`src/rtl/regfile_writeback_queue.sv`:
```
// Write-side front end for a 16 x 16-bit register file: two round-robin producers, in-order FIFO, grant-driven drain.
// Optional forwarding lookup enabled by defining REGFILE_WB_FORWARD_EN.
module regfile_writeback_queue #(
    parameter int DEPTH = 4
) (
    input  logic        clk,
    input  logic        rst_n,
    input  logic        a_valid,
    output logic        a_ready,
    input  logic [3:0]  a_addr,
    input  logic [15:0] a_data,
    input  logic        b_valid,
    output logic        b_ready,
    input  logic [3:0]  b_addr,
    input  logic [15:0] b_data,
    input  logic        rf_grant,
    output logic        rf_write,
    output logic [3:0]  rf_addr,
    output logic [15:0] rf_wdata,
    output logic [15:0] pending,
    input  logic [3:0]  fwd_addr,
    output logic        fwd_hit,
    output logic [15:0] fwd_data
);
    localparam int PTR_W = $clog2(DEPTH);
    typedef logic [PTR_W-1:0] ptr_t;
    typedef logic [PTR_W:0]   cnt_t;
    localparam cnt_t FULL = cnt_t'(DEPTH);

    logic [3:0]  addr_mem [DEPTH];
    logic [15:0] data_mem [DEPTH];
    ptr_t        head, tail;
    cnt_t        count;
    logic        rr;
    logic        pop, push, room, grant_a, grant_b;

    // Handshake and drain decisions; reset gates every strobe so nothing leaks out mid-reset.
    always_comb begin
        pop      = rst_n && rf_grant && (count != '0);
        room     = (count < FULL) || pop;
        grant_a  = a_valid && (!b_valid || !rr);
        grant_b  = b_valid && (!a_valid || rr);
        a_ready  = rst_n && room && grant_a;
        b_ready  = rst_n && room && grant_b;
        push     = a_ready || b_ready;
        rf_write = pop;
        rf_addr  = pop ? addr_mem[head] : 4'h0;
        rf_wdata = pop ? data_mem[head] : 16'h0000;
    end

    // NOTE: sequential state uses non-blocking assignments so every register samples pre-edge values.
    always_ff @(posedge clk) begin
        if (!rst_n) begin
            head  <= '0;
            tail  <= '0;
            count <= '0;
            rr    <= 1'b0;
        end else begin
            if (push) tail <= tail + 1'b1;
            if (pop)  head <= head + 1'b1;
            if (push && !pop)      count <= count + 1'b1;
            else if (pop && !push) count <= count - 1'b1;
            if (push && a_valid && b_valid) rr <= a_ready;
        end
    end

    // NOTE: the entry storage is deliberately unreset; count/head/tail alone decide which slots are live.
    always_ff @(posedge clk) begin
        if (push) begin
            addr_mem[tail] <= a_ready ? a_addr : b_addr;
            data_mem[tail] <= a_ready ? a_data : b_data;
        end
    end

    // NOTE: every combinational output gets a default first, so no path can infer a latch.
    always_comb begin
        ptr_t off;
        pending = '0;
        off     = '0;
        for (int i = 0; i < DEPTH; i++) begin
            off = ptr_t'(i) - head;
            if ({1'b0, off} < count) pending[addr_mem[i]] = 1'b1;
        end
    end

`ifdef REGFILE_WB_FORWARD_EN
    // Walk from oldest to youngest so the last match seen is the youngest.
    always_comb begin
        ptr_t idx;
        fwd_hit  = 1'b0;
        fwd_data = '0;
        idx      = '0;
        for (int k = 0; k < DEPTH; k++) begin
            idx = head + ptr_t'(k);
            if ((cnt_t'(k) < count) && (addr_mem[idx] == fwd_addr)) begin
                fwd_hit  = 1'b1;
                fwd_data = data_mem[idx];
            end
        end
    end
`else
    logic fwd_unused;
    assign fwd_unused = ^fwd_addr;
    assign fwd_hit    = 1'b0;
    assign fwd_data   = '0;
`endif

endmodule

```
`config.mk`:
```
export PLATFORM = sky130hd
export DESIGN_NAME = regfile_writeback_queue
export DESIGN_NICKNAME = d
export VERILOG_FILES = /design/src/rtl/regfile_writeback_queue.sv
export SDC_FILE = /design/constraint.sdc
export NUM_CORES = 1
export LEC_CHECK = 0
export CAP_MARGIN = 20
export CORE_UTILIZATION = 45
export CTS_BUF_LIST = sky130_fd_sc_hd__clkbuf_16
export CTS_CLUSTER_SIZE = 12
export DETAILED_ROUTE_END_ITERATION = 8
export GPL_ROUTABILITY_DRIVEN = 0
export PLACE_DENSITY = 0.72
export REMOVE_ABC_BUFFERS = 1
export SYNTH_ARGS = -nofsm -noshare
export SYNTH_HDL_FRONTEND = slang
export SYNTH_SLANG_ARGS = --single-unit
```
`constraint.sdc`:
```
create_clock -name clk -period 3.4 [get_ports clk]
set_input_delay 0.34 -clock clk [delete_from_list [all_inputs] [get_ports clk]]
set_output_delay 0.34 -clock clk [all_outputs]
set_load 0.05 [all_outputs]
```
==> results.md <==
* Met3 wire len at between 600 and 700 um
* Sw Share at 0.3699
* Final cycle utilization of the critical path at 0.9430
* Rows at 37
* Synth unique cells at 43
* Routed vias/inst at between 5 and 6
* # IOs at 105
* Area of the multi-input gates at 0.001933 mm2
* Vias in the first global route at about 3,100
* R2R Path Start: count[2]$_SDFFE_PN0P_
* Final wirelength at 10,190 um
* Full die area at roughly 0.011 mm2
* Total number of vias at 3,218
* Switching Power at 1453 uW
* Max frequency at between 300 and 400 MHz
* Initial drt markers at 199
* VDD IR max at 0.3453 mV
* Drt drc at 0
* Mux contribution to synthesized area at 0.1473
* R2r endpoint: count[2]$_SDFFE_PN0P_
* RSZ-0062 raised after global routing: no
* Seq. cell area at 0.002603 mm2
* Die extent in y at 104.5 um
* Sequential-to-total area share from yosys stat at 0.5510
* Worst-path clk slew at 60 ps
* Met1 WL at 4218 um
* CP required at 3060 ps
* Hold Path Depth at 2
* Reg2reg path depth at 7
* Final setup vio count at 0
* Setup repair bufs after CTS at 0
* Pwr dens at 663.1 mW/mm2
* Final net count at roughly 490
* Post-synthesis compound-gate area fraction at 0.07285
* Placed inst area at between 0.005 and 0.006 mm2
* Die X at 104.5 um
* Drt wl/cell at around 18 um
* Final hold violations at 0
* Syn Inst Count at between 300 and 400
* Layout Utilization at 0.5788
* CTS tree: done
* CP Class: reg -> out
* Avg Cell Area, Syn at between 10 and 15 um2
* Post-Synth Simple-Gate Area at 0.1364
* Final HPWL DP at 7092 um
* Fill cells at 826
* Top sig layer: met4
* CP Capture Type: primary output
* Int Pwr at around 2500 uW
* # hold bufs at CTS at 0
* Post-synthesis xor/xnor area fraction at 0.01113
* GRT Total Usage at 0.1928
* CP arrival at 2870 ps
* Sequential power share at 0.362
* Antenna violations before repair at 0
* EDFF count, synth at 80
* Startpoint types: register
* Clock share of power at 0.248
* Synthesis-to-layout area growth at 25.38%
* Detail Route met2 WL at 5076 um
* Max Cap Viol at 0
* Sink Count at 90
* CTS Buf Count at 9
* Design Power at slightly below 4000 uW
* Setup TNS at 0 ps
* Worst-skew pair later-pin latency at 330 ps
* Synthesized area at 0.004723 mm2
* Synth warn at 0
* Worst slew margin at 0.5081
* Fraction of registers with async set/reset at 0
* Number of diodes at 0
* DRT antenna net count at 0
* Clk root buf: clkbuf_16
* H-Tree Depth at 3
* Worst Hold End: head[1]$_SDFFE_PN0P_
* Core area at 0.01023 mm2
* Hold_sp: head[1]$_SDFFE_PN0P_
* Post-synthesis adder-cell area fraction at 0.02808
* Largest net degree at the start of global routing at 22
* CP Max Fanout at 6
* Crit path time final at 3206 ps
* Max Clock Skew at 8.362 ps
* Fraction of layout cells with a size suffix above 1 at 0.2540
* Global-route wire length before repair at 16,090 um
* HP Class: reg -> reg
* Initial Util at 0.4617
* Outcome: finished, final reports clean
* Port-buffer cells at 83
* Maximum buffer depth of the clock tree at 2
* Setup slack, reg-to-reg at 1080 ps
* Max-slew violation count at 0
* #FFs+latches synth at 90
* Largest family of logic cells by synthesized area: multiplexers
* Total gr overflow at 0
* First-pass detailed-route iteration total at 5
* Leakage power at 0.002174 uW
* Combinational power share at 0.390
* Top_reg_cell synth: edfxtp_1
* Worst Max-Slew Pin Slew at 736.8 ps
* Post-Layout Inst Area at roughly 0.006 mm2
-- worst max-delay path by stage --
stage                          start     endpoint  slack (ps)  cells after the start
6_report        head[0]$_SDFFE_PN0P_   pending[3]         190                      7
5_1_grt         head[0]$_SDFFE_PN0P_   pending[8]          70                      8
4_1_cts         head[0]$_SDFFE_PN0P_   pending[9]           8                      8
3_5_place_dp    head[0]$_SDFFE_PN0P_   pending[3]         320                      7
3_3_place_gp    head[0]$_SDFFE_PN0P_   pending[3]         350                      7
2_1_floorplan  count[1]$_SDFFE_PN0P_  pending[15]         840                      6
-- what timing repair did --
action | 4_1_cts | 5_1_grt
hold endpoints to repair | 0 | 0
setup endpoints to repair | 2 | 3
gates cloned | 0 | 0
pin swaps | 0 | 0
gates resized for setup | 2 | 3
-- Yosys cell counts (2+ instances only) --
library cell  count  area (um2)
a21boi_0          2       15.01
and2_1           30       187.7
edfxtp_1         80        2402
mux2_2           20       225.2
a32oi_1           7       61.31
nand2_1          16       60.06
a2111oi_2         8       120.1
nand4b_1          3       26.28
nand3_1          27       135.1
buf_2             6       30.03
nor2b_1          16       100.1
clkbuf_1          7       26.28
xnor2_1           5       43.79
mux2i_1           2       20.02
a22oi_1           8       60.06
ha_1              9       112.6
o21ai_0           2       10.01
dfxtp_1          10       200.2
nor2_1            7       26.28
mux4_2           20       450.4
inv_1            14       52.55
nand4_1           6       37.54
buf_4            17       127.6
-- power groups by stage --
stage                     combinational, uW  clock (uW)  sequential, uW
after floorplan                        1060           0            1440
after global placement                 1510           0            1440
after detailed placement               1530           0            1450
after CTS                              1540         979            1420
after global routing                   1630        1030            1440
final                                  1530         973            1420
-- stage by stage --
step | hold slack [ps] | setup WS [ps] | instances
after detailed placement | 566.1 | 318.7 | 558
after global routing | 612.7 | 73.91 | 573
after floorplan | 461.7 | 837.2 | 327
final | 574.1 | 193.8 | 573
after CTS | 578.8 | 8.124 | 573
after global placement | 555.8 | 352.1 | 558
-- layout by cell type (no fill, tap or decap), types with 2 or more instances in the layout --
master           netlist  final
dlymetal6s2s_1         0      3
dfxtp_1               10     10
conb_1                 1     17
mux2_2                20     20
a32oi_1                7      7
nor2_1                 7      7
nor2b_1               16     16
mux2i_1                2      2
nand2_1               16     16
inv_1                 14     14
clkdlybuf4s50_1        0     46
o21ai_0                2      2
edfxtp_1              80     80
mux4_2                20     20
clkbuf_16              0      9
a2111oi_2              8      8
nand4_1                6      6
a22oi_1                8      8
ha_1                   9      9
xnor2_1                5      5
nand4b_1               3      3
clkinv_4               0      2
buf_4                 17     42
buf_12                 0      2
dlygate4sd2_1          0      2
and2_1                30     30
nand3_1               27     27
a21boi_0               2      2
-- per-layer routing --
layer,vias to the layer above,GRT usage
li1,1460,-
met2,164,0.3278
met5,-,0
met4,0,0.06939
met1,1564,0.2428
met3,30,0.04010
-- worst max-delay path, cell delays in order, from the launching register on --
cell and delay (ps):
dfxtp_1 440, xnor2_1 180, ha_1 260, nor2b_2 190
a2111oi_2 650, a22oi_1 190, nand3_1 100, dlygate4sd2_1 530
-- registers in the layout, summed over array words and instances, names as in the netlist, named ones only --
register	flops
rr	1
count	3
addr_mem	16
tail	2
head	2
data_mem	64
-- logic make-up (layout without fill, tap and decap cells) --
family	after synthesis	count (layout)
DFF	90	90
muxes	42	42
AOI/OAI and AO/OA	35	35
and+or+nand+nor	113	113
buffers and inverters	45	124
xor gates and xnor gates	6	6
other	1	17
adders and majority gates	10	10
-- layout make-up --
class                      count  share of cell area
inverter                      14            0.008874
clock buffer                   9             0.03803
tap                          136             0.02873
sequential                    90              0.4395
multi-input combinational    223              0.3264
timing repair buffer          95              0.1471
clock inverter                 6             0.01141
Power figures use the tool's default switching activity.
